$ cat src/rtl/fetch_buffer_pkg.sv
// Shared state encodings and helpers for the per-core fetch buffer.
package fetch_buffer_pkg;

    typedef enum logic [2:0] {
        FS_IDLE     = 3'b000,
        FS_FETCHING = 3'b001,
        FS_FETCHED  = 3'b010
    } fetcher_state_t;

    typedef enum logic [2:0] {
        CS_IDLE    = 3'd0,
        CS_FETCH   = 3'd1,
        CS_DECODE  = 3'd2,
        CS_REQUEST = 3'd3,
        CS_WAIT    = 3'd4,
        CS_EXECUTE = 3'd5,
        CS_UPDATE  = 3'd6,
        CS_DONE    = 3'd7
    } core_state_t;

    localparam int unsigned STAT_BITS = 16;

    // Saturating increment for the statistics counters
    function automatic logic [STAT_BITS-1:0] sat_inc(input logic [STAT_BITS-1:0] v);
        return (v == {STAT_BITS{1'b1}}) ? v : v + STAT_BITS'(1);
    endfunction

endpackage

$ cat src/rtl/fetch_buffer_if.sv
// Scheduler fetch handshake plus program-memory read channel for one core.
interface fetch_buffer_if import fetch_buffer_pkg::*; #(
    parameter int unsigned ADDR_BITS = 8,
    parameter int unsigned DATA_BITS = 16
) ();

    core_state_t           core_state;
    logic [ADDR_BITS-1:0]  current_pc;
    logic                  flush;
    logic                  mem_read_valid;
    logic [ADDR_BITS-1:0]  mem_read_address;
    logic                  mem_read_ready;
    logic [DATA_BITS-1:0]  mem_read_data;
    fetcher_state_t        fetcher_state;
    logic [DATA_BITS-1:0]  instruction;

    modport slave (
        input  core_state, current_pc, flush, mem_read_ready, mem_read_data,
        output mem_read_valid, mem_read_address, fetcher_state, instruction
    );

    modport master (
        output core_state, current_pc, flush, mem_read_ready, mem_read_data,
        input  mem_read_valid, mem_read_address, fetcher_state, instruction
    );

endinterface

$ cat src/rtl/fetch_buffer_store.sv
// Direct-mapped tag/data/valid storage: one lookup port, one fill port, flush.
module fetch_buffer_store #(
    parameter int unsigned ADDR_BITS = 8,
    parameter int unsigned DATA_BITS = 16,
    parameter int unsigned ENTRIES   = 4
) (
    input  logic                 clk,
    input  logic                 reset,
    input  logic                 flush,
    input  logic [ADDR_BITS-1:0] rd_pc,
    output logic                 rd_hit_c,
    output logic [DATA_BITS-1:0] rd_data_c,
    input  logic                 wr_en,
    input  logic [ADDR_BITS-1:0] wr_pc,
    input  logic [DATA_BITS-1:0] wr_data
);

    localparam int unsigned IDX      = $clog2(ENTRIES);
    localparam int unsigned TAG_BITS = ADDR_BITS - IDX;

    logic [TAG_BITS-1:0]  tag_q  [ENTRIES];
    logic [DATA_BITS-1:0] data_q [ENTRIES];
    logic [ENTRIES-1:0]   valid_q;

    logic [IDX-1:0]      rd_idx;
    logic [TAG_BITS-1:0] rd_tag;
    logic [IDX-1:0]      wr_idx;
    logic [TAG_BITS-1:0] wr_tag;

    assign rd_idx = rd_pc[IDX-1:0];
    assign rd_tag = rd_pc[ADDR_BITS-1:IDX];
    assign wr_idx = wr_pc[IDX-1:0];
    assign wr_tag = wr_pc[ADDR_BITS-1:IDX];

    assign rd_hit_c  = valid_q[rd_idx] && (tag_q[rd_idx] == rd_tag);
    assign rd_data_c = data_q[rd_idx];

    // Flush beats a coincident fill: the entry is written but stays invalid
    always_ff @(posedge clk) begin
        if (reset || flush) begin
            valid_q <= '0;
        end else if (wr_en) begin
            valid_q[wr_idx] <= 1'b1;
        end
    end

    always_ff @(posedge clk) begin
        if (wr_en) begin
            tag_q[wr_idx]  <= wr_tag;
            data_q[wr_idx] <= wr_data;
        end
    end

endmodule

$ cat src/rtl/fetch_buffer.sv
// Per-core instruction fetch responder with a small direct-mapped buffer.
// Optional hit/miss statistics counters are enabled by FETCH_BUF_STATS_EN.
module fetch_buffer import fetch_buffer_pkg::*; #(
    parameter int unsigned PROGRAM_MEM_ADDR_BITS = 8,
    parameter int unsigned PROGRAM_MEM_DATA_BITS = 16,
    parameter int unsigned BUF_ENTRIES           = 4
) (
    input  logic             clk,
    input  logic             reset,
    fetch_buffer_if.slave    bus
`ifdef FETCH_BUF_STATS_EN
    ,
    output logic [STAT_BITS-1:0] hit_count,
    output logic [STAT_BITS-1:0] miss_count
`endif
);

    localparam int unsigned AW = PROGRAM_MEM_ADDR_BITS;
    localparam int unsigned DW = PROGRAM_MEM_DATA_BITS;

    fetcher_state_t state_q;
    logic           mem_valid_q;
    logic [AW-1:0]  mem_addr_q;
    logic [DW-1:0]  instr_q;

    logic           lookup_hit_c;
    logic [DW-1:0]  lookup_data_c;
    logic           lookup_c;
    logic           fill_c;

    assign lookup_c = (state_q == FS_IDLE) && (bus.core_state == CS_FETCH);
    assign fill_c   = (state_q == FS_FETCHING) && bus.mem_read_ready;

    fetch_buffer_store #(
        .ADDR_BITS (AW),
        .DATA_BITS (DW),
        .ENTRIES   (BUF_ENTRIES)
    ) u_store (
        .clk       (clk),
        .reset     (reset),
        .flush     (bus.flush),
        .rd_pc     (bus.current_pc),
        .rd_hit_c  (lookup_hit_c),
        .rd_data_c (lookup_data_c),
        .wr_en     (fill_c),
        .wr_pc     (mem_addr_q),
        .wr_data   (bus.mem_read_data)
    );

    // Fetch FSM; a request in flight always runs to completion
    always_ff @(posedge clk) begin
        if (reset) begin
            state_q     <= FS_IDLE;
            mem_valid_q <= 1'b0;
            mem_addr_q  <= '0;
            instr_q     <= '0;
        end else begin
            case (state_q)
                FS_IDLE: begin
                    if (lookup_c) begin
                        if (lookup_hit_c) begin
                            instr_q <= lookup_data_c;
                            state_q <= FS_FETCHED;
                        end else begin
                            mem_valid_q <= 1'b1;
                            mem_addr_q  <= bus.current_pc;
                            state_q     <= FS_FETCHING;
                        end
                    end
                end
                FS_FETCHING: begin
                    if (bus.mem_read_ready) begin
                        instr_q     <= bus.mem_read_data;
                        mem_valid_q <= 1'b0;
                        state_q     <= FS_FETCHED;
                    end
                end
                FS_FETCHED: begin
                    if (bus.core_state == CS_DECODE) begin
                        state_q <= FS_IDLE;
                    end
                end
                default: begin
                    state_q     <= FS_IDLE;
                    mem_valid_q <= 1'b0;
                end
            endcase
        end
    end

    assign bus.fetcher_state    = state_q;
    assign bus.mem_read_valid   = mem_valid_q;
    assign bus.mem_read_address = mem_addr_q;
    assign bus.instruction      = instr_q;

`ifdef FETCH_BUF_STATS_EN
    // Lookup statistics; survive flush, cleared only by reset
    always_ff @(posedge clk) begin
        if (reset) begin
            hit_count  <= '0;
            miss_count <= '0;
        end else if (lookup_c) begin
            if (lookup_hit_c) begin
                hit_count <= sat_inc(hit_count);
            end else begin
                miss_count <= sat_inc(miss_count);
            end
        end
    end
`endif

endmodule
$ cat src/flat_wrapper.sv
// flat-port wrapper written by rule: the top's interface ports become plain ports
module fetch_buffer_flat import fetch_buffer_pkg::*;
#(
    parameter int unsigned PROGRAM_MEM_ADDR_BITS = 8,
    parameter int unsigned PROGRAM_MEM_DATA_BITS = 16,
    parameter int unsigned BUF_ENTRIES           = 4
)
  (clk, reset, bus_core_state, bus_current_pc, bus_flush, bus_mem_read_ready, bus_mem_read_data, bus_mem_read_valid, bus_mem_read_address, bus_fetcher_state, bus_instruction);
  fetch_buffer_if bus_i ();
  input  logic clk;
  input  logic reset;
  input wire logic [$bits(bus_i.core_state)-1:0] bus_core_state;
  input wire logic [$bits(bus_i.current_pc)-1:0] bus_current_pc;
  input wire logic [$bits(bus_i.flush)-1:0] bus_flush;
  input wire logic [$bits(bus_i.mem_read_ready)-1:0] bus_mem_read_ready;
  input wire logic [$bits(bus_i.mem_read_data)-1:0] bus_mem_read_data;
  output wire logic [$bits(bus_i.mem_read_valid)-1:0] bus_mem_read_valid;
  output wire logic [$bits(bus_i.mem_read_address)-1:0] bus_mem_read_address;
  output wire logic [$bits(bus_i.fetcher_state)-1:0] bus_fetcher_state;
  output wire logic [$bits(bus_i.instruction)-1:0] bus_instruction;
  assign bus_i.core_state = bus_core_state;
  assign bus_i.current_pc = bus_current_pc;
  assign bus_i.flush = bus_flush;
  assign bus_i.mem_read_ready = bus_mem_read_ready;
  assign bus_i.mem_read_data = bus_mem_read_data;
  assign bus_mem_read_valid = bus_i.mem_read_valid;
  assign bus_mem_read_address = bus_i.mem_read_address;
  assign bus_fetcher_state = bus_i.fetcher_state;
  assign bus_instruction = bus_i.instruction;
  fetch_buffer #(.PROGRAM_MEM_ADDR_BITS(PROGRAM_MEM_ADDR_BITS), .PROGRAM_MEM_DATA_BITS(PROGRAM_MEM_DATA_BITS), .BUF_ENTRIES(BUF_ENTRIES)) u_core (.clk(clk), .reset(reset), .bus(bus_i));
endmodule
$ cat config.mk
export PLATFORM = sky130hd
export DESIGN_NAME = fetch_buffer_flat
export DESIGN_NICKNAME = d
export VERILOG_FILES = /design/src/rtl/fetch_buffer_pkg.sv /design/src/rtl/fetch_buffer_if.sv /design/src/rtl/fetch_buffer_store.sv /design/src/rtl/fetch_buffer.sv /design/src/flat_wrapper.sv
export SDC_FILE = /design/constraint.sdc
export NUM_CORES = 1
export LEC_CHECK = 0
export BUFFER_PORTS_ARGS = -buffer_cell sky130_fd_sc_hd__buf_4
export CAP_MARGIN = 20
export CORE_ASPECT_RATIO = 1.25
export CORE_MARGIN = 10
export CORE_UTILIZATION = 45
export CTS_CLUSTER_SIZE = 28
export DETAILED_ROUTE_END_ITERATION = 8
export GPL_TIMING_DRIVEN = 0
export MAX_ROUTING_LAYER = met4
export PLACE_DENSITY_LB_ADDON = 0.1
export SLEW_MARGIN = 10
export SYNTH_ARGS = -nofsm -noshare
export SYNTH_HDL_FRONTEND = slang
export SYNTH_SLANG_ARGS = --single-unit
$ cat constraint.sdc
create_clock -name clk -period 3.4 [get_ports clk]
set_clock_uncertainty 0.1 [all_clocks]
set_input_delay 0.68 -clock clk [delete_from_list [all_inputs] [get_ports clk]]
set_output_delay 0.68 -clock clk [all_outputs]
set_load 0.05 [all_outputs]
==> results_dict.tcl <==
set metrics [dict create \
    vias_per_cell 5.41 \
    htreeDepth 4 \
    ys_seq_elements 119 \
    syn_area_sq_um 4860 \
    synth_edf_count 88 \
    finalCritPeriodShare_pct 74.3 \
    clk_pin_slew_ns 0.05 \
    powerDensity_nw_per_um2 563 \
    num_rows 42 \
    dp_cells 483 \
    place_ws_ns 0.527 \
    required_ns 3.33 \
    place_congestion 0.695 \
    mostFrequentLayoutCell "edfxtp_1" \
    cp_slowest_cell "nor2_4" \
    cts_tree "yes" \
    diodes 0 \
    track_usage_pct 14.6 \
    io_pins 59 \
    cap_violations 0 \
    dp_hpwl_um 7160 \
    grt_pass1_wl_um 16700 \
    setup_ws_ns 0.875 \
    cts.path.max_buffers 2 \
    setup-violations-final 0 \
    run_status "complete, no violations" \
    overflow 0 \
    worstSetupPathType "reg -> reg" \
    cts_num_sinks 119 \
    final_antenna_net_count 0 \
    drt-initial-drc-count 134 \
    cp.arrival_ns 2.45 \
    initial_core_util_pct 46.1 \
    yosys_warnings 0 \
    synth_cells 290 \
    ctsHoldBuffers 0 \
    placed_area_sq_um 5530 \
    worstSetupEndpointType "flip-flop" \
    worstPathMaxFanout 23 \
    drc 0 \
    synth_nets 321 \
    port_buffers 55 \
    synth_seq_area_share_pct 67.1 \
    layout_common_cells "edfxtp_1 (88), buf_4 (59), mux2i_1 (32)" \
    antenna_found_initial 0 \
    finalNonFillerCells 515 \
    num-nets-final 401 \
    post_cts_buffers 0 \
    hold_path.class "reg -> reg" \
    fp.coreArea_sq_um 10600 \
    yosys_most_used_dff "edfxtp_1" \
    period_needed_ns 2.52 \
    hold_viol_final 0 \
    nFillCells 836 \
    whs_ns 0.365 \
    fin_area_sq_um 6020 \
    drive_gt1_share_pct 35.5 \
    p_leak_nw 2.22 \
    wl_um 10500 \
    vdd_drop_max_v 0.000408 \
    tightestPinTransition_ns 0.879 \
    avgSynthCellArea_sq_um 16.8 \
    grt_pass1_vias 3046 \
    numCtsBuffers 17 \
    slew_violations 0 \
    cts-root-buf "clkbuf_16" \
    dr.pass1.iters 4 \
    slowest_delay_ns 0.64 \
    max_freq_mhz 396 \
    slew_headroom_pct 41.4 \
    design.die.area_sq_um 15400 \
    dieWidth_um 113 \
    ff2ff_setup_slack_ns 0.88 \
    routedWlPerCell_um 20.5 \
    cts_resized 0 \
    chipHeight_um 136 \
    reg2reg_depth 5 \
    holdPathStages 1 \
    vias 2786 \
    worstSetupStartpointType "flip-flop" \
    worstPathCellList "nor2b_1 > and2_1 > clkbuf_1 > nand2_1 > nor2_4" \
    clkLatencyLatePin_ns 0.41 \
    rsz0062_at_grt "false" \
    areaGrowthSynthToFinish_pct 23.8 \
    synthArstFlopShare_pct 0 \
    ys_types 34 \
    grt_max_degree 24 \
]
==> sequential cells by signal, summed over array words and instances, names as in the netlist <==
name and flops:
u_core.bus.mem_read_address 8, u_core.bus.mem_read_valid 1, u_core.bus.instruction 16, u_core.u_store.valid_q 4, u_core.bus.fetcher_state 2, u_core.u_store.tag_q 24
u_core.u_store.data_q 64
==> cells in the mapped netlist, types with 3 or more instances <==
library cell | n | area share (%)
a211oi_1 | 23 | 3.5
buf_6 | 7 | 1.6
dfxtp_1 | 31 | 13
xnor2_1 | 5 | 0.90
nand2_1 | 22 | 1.7
buf_4 | 3 | 0.46
clkbuf_1 | 7 | 0.54
mux2_2 | 4 | 0.93
mux4_2 | 19 | 8.8
nor2_1 | 5 | 0.39
o21a_1 | 6 | 0.93
mux2i_1 | 32 | 6.6
edfxtp_1 | 88 | 54
nand2b_1 | 3 | 0.39
a211oi_2 | 10 | 2.6
==> cells by family after synthesis <==
logic type | share of synthesized area, %
muxes | 16.3
and+or+nand+nor | 3.76
other | 0.0771
buffers and inverters | 3.47
AOI/OAI and AO/OA | 8.41
DFF | 67.1
xor gates and xnor gates | 0.900
==> per-layer routing <==
metal	track usage, %	up-vias	routed length [um]	part of all wire, %
li1	-	1306	-	-
met1	16.6	1410	4510	43
met2	23.7	56	5440	52
met4	6.36	0	167	1.6
met3	4.01	14	416	3.9
met5	-	-	0	0
==> through the flow <==
stage               total power [W]  TNS, ns  utilization (%)
finish                      0.00339        0             57.0
global route                0.00350        0             57.0
CTS                         0.00342        0             57.0
detailed placement          0.00192        0             52.3
global placement            0.00191   -68.50             51.5
floorplan                   0.00181        0                -
==> power breakdown <==
part | internal [W] | switching [W] | total, W
clock | 0.000939 | 0.000568 | 0.00151
combinational | 0.000116 | 0.000164 | 0.000280
sequential | 0.00158 | 0.0000181 | 0.00160
==> final timing paths <==
check                                                     to                   startpoint
worst max-delay path            u_core.u_store.data_q[1][14]  u_core.bus.fetcher_state[0]
worst min-delay path               u_core.u_store.valid_q[1]    u_core.u_store.valid_q[1]
worst max register to register  u_core.u_store.data_q[1][14]  u_core.bus.fetcher_state[0]
worst min register to register     u_core.u_store.valid_q[1]    u_core.u_store.valid_q[1]
==> critical path, delay by kind of cell (launching register included) <==
kind	cells	cell delay (ns)
buffers and inverters	1	0.40
AND/OR/NAND/NOR	4	1.16
flip-flops	1	0.48
==> cell type report <==
cell class | instances | area, sq um | area share, %
timing repair buffer | 61 | 477 | 7.91
clock buffer | 26 | 469 | 7.79
sequential | 119 | 3260 | 54.2
tap | 132 | 165 | 2.74
buffer | 20 | 158 | 2.62
multi-input combinational | 148 | 1450 | 24.1
clock inverter | 6 | 30.0 | 0.498
inverter | 3 | 11.3 | 0.187
No activity file was read; power rests on OpenSTA's default activity.
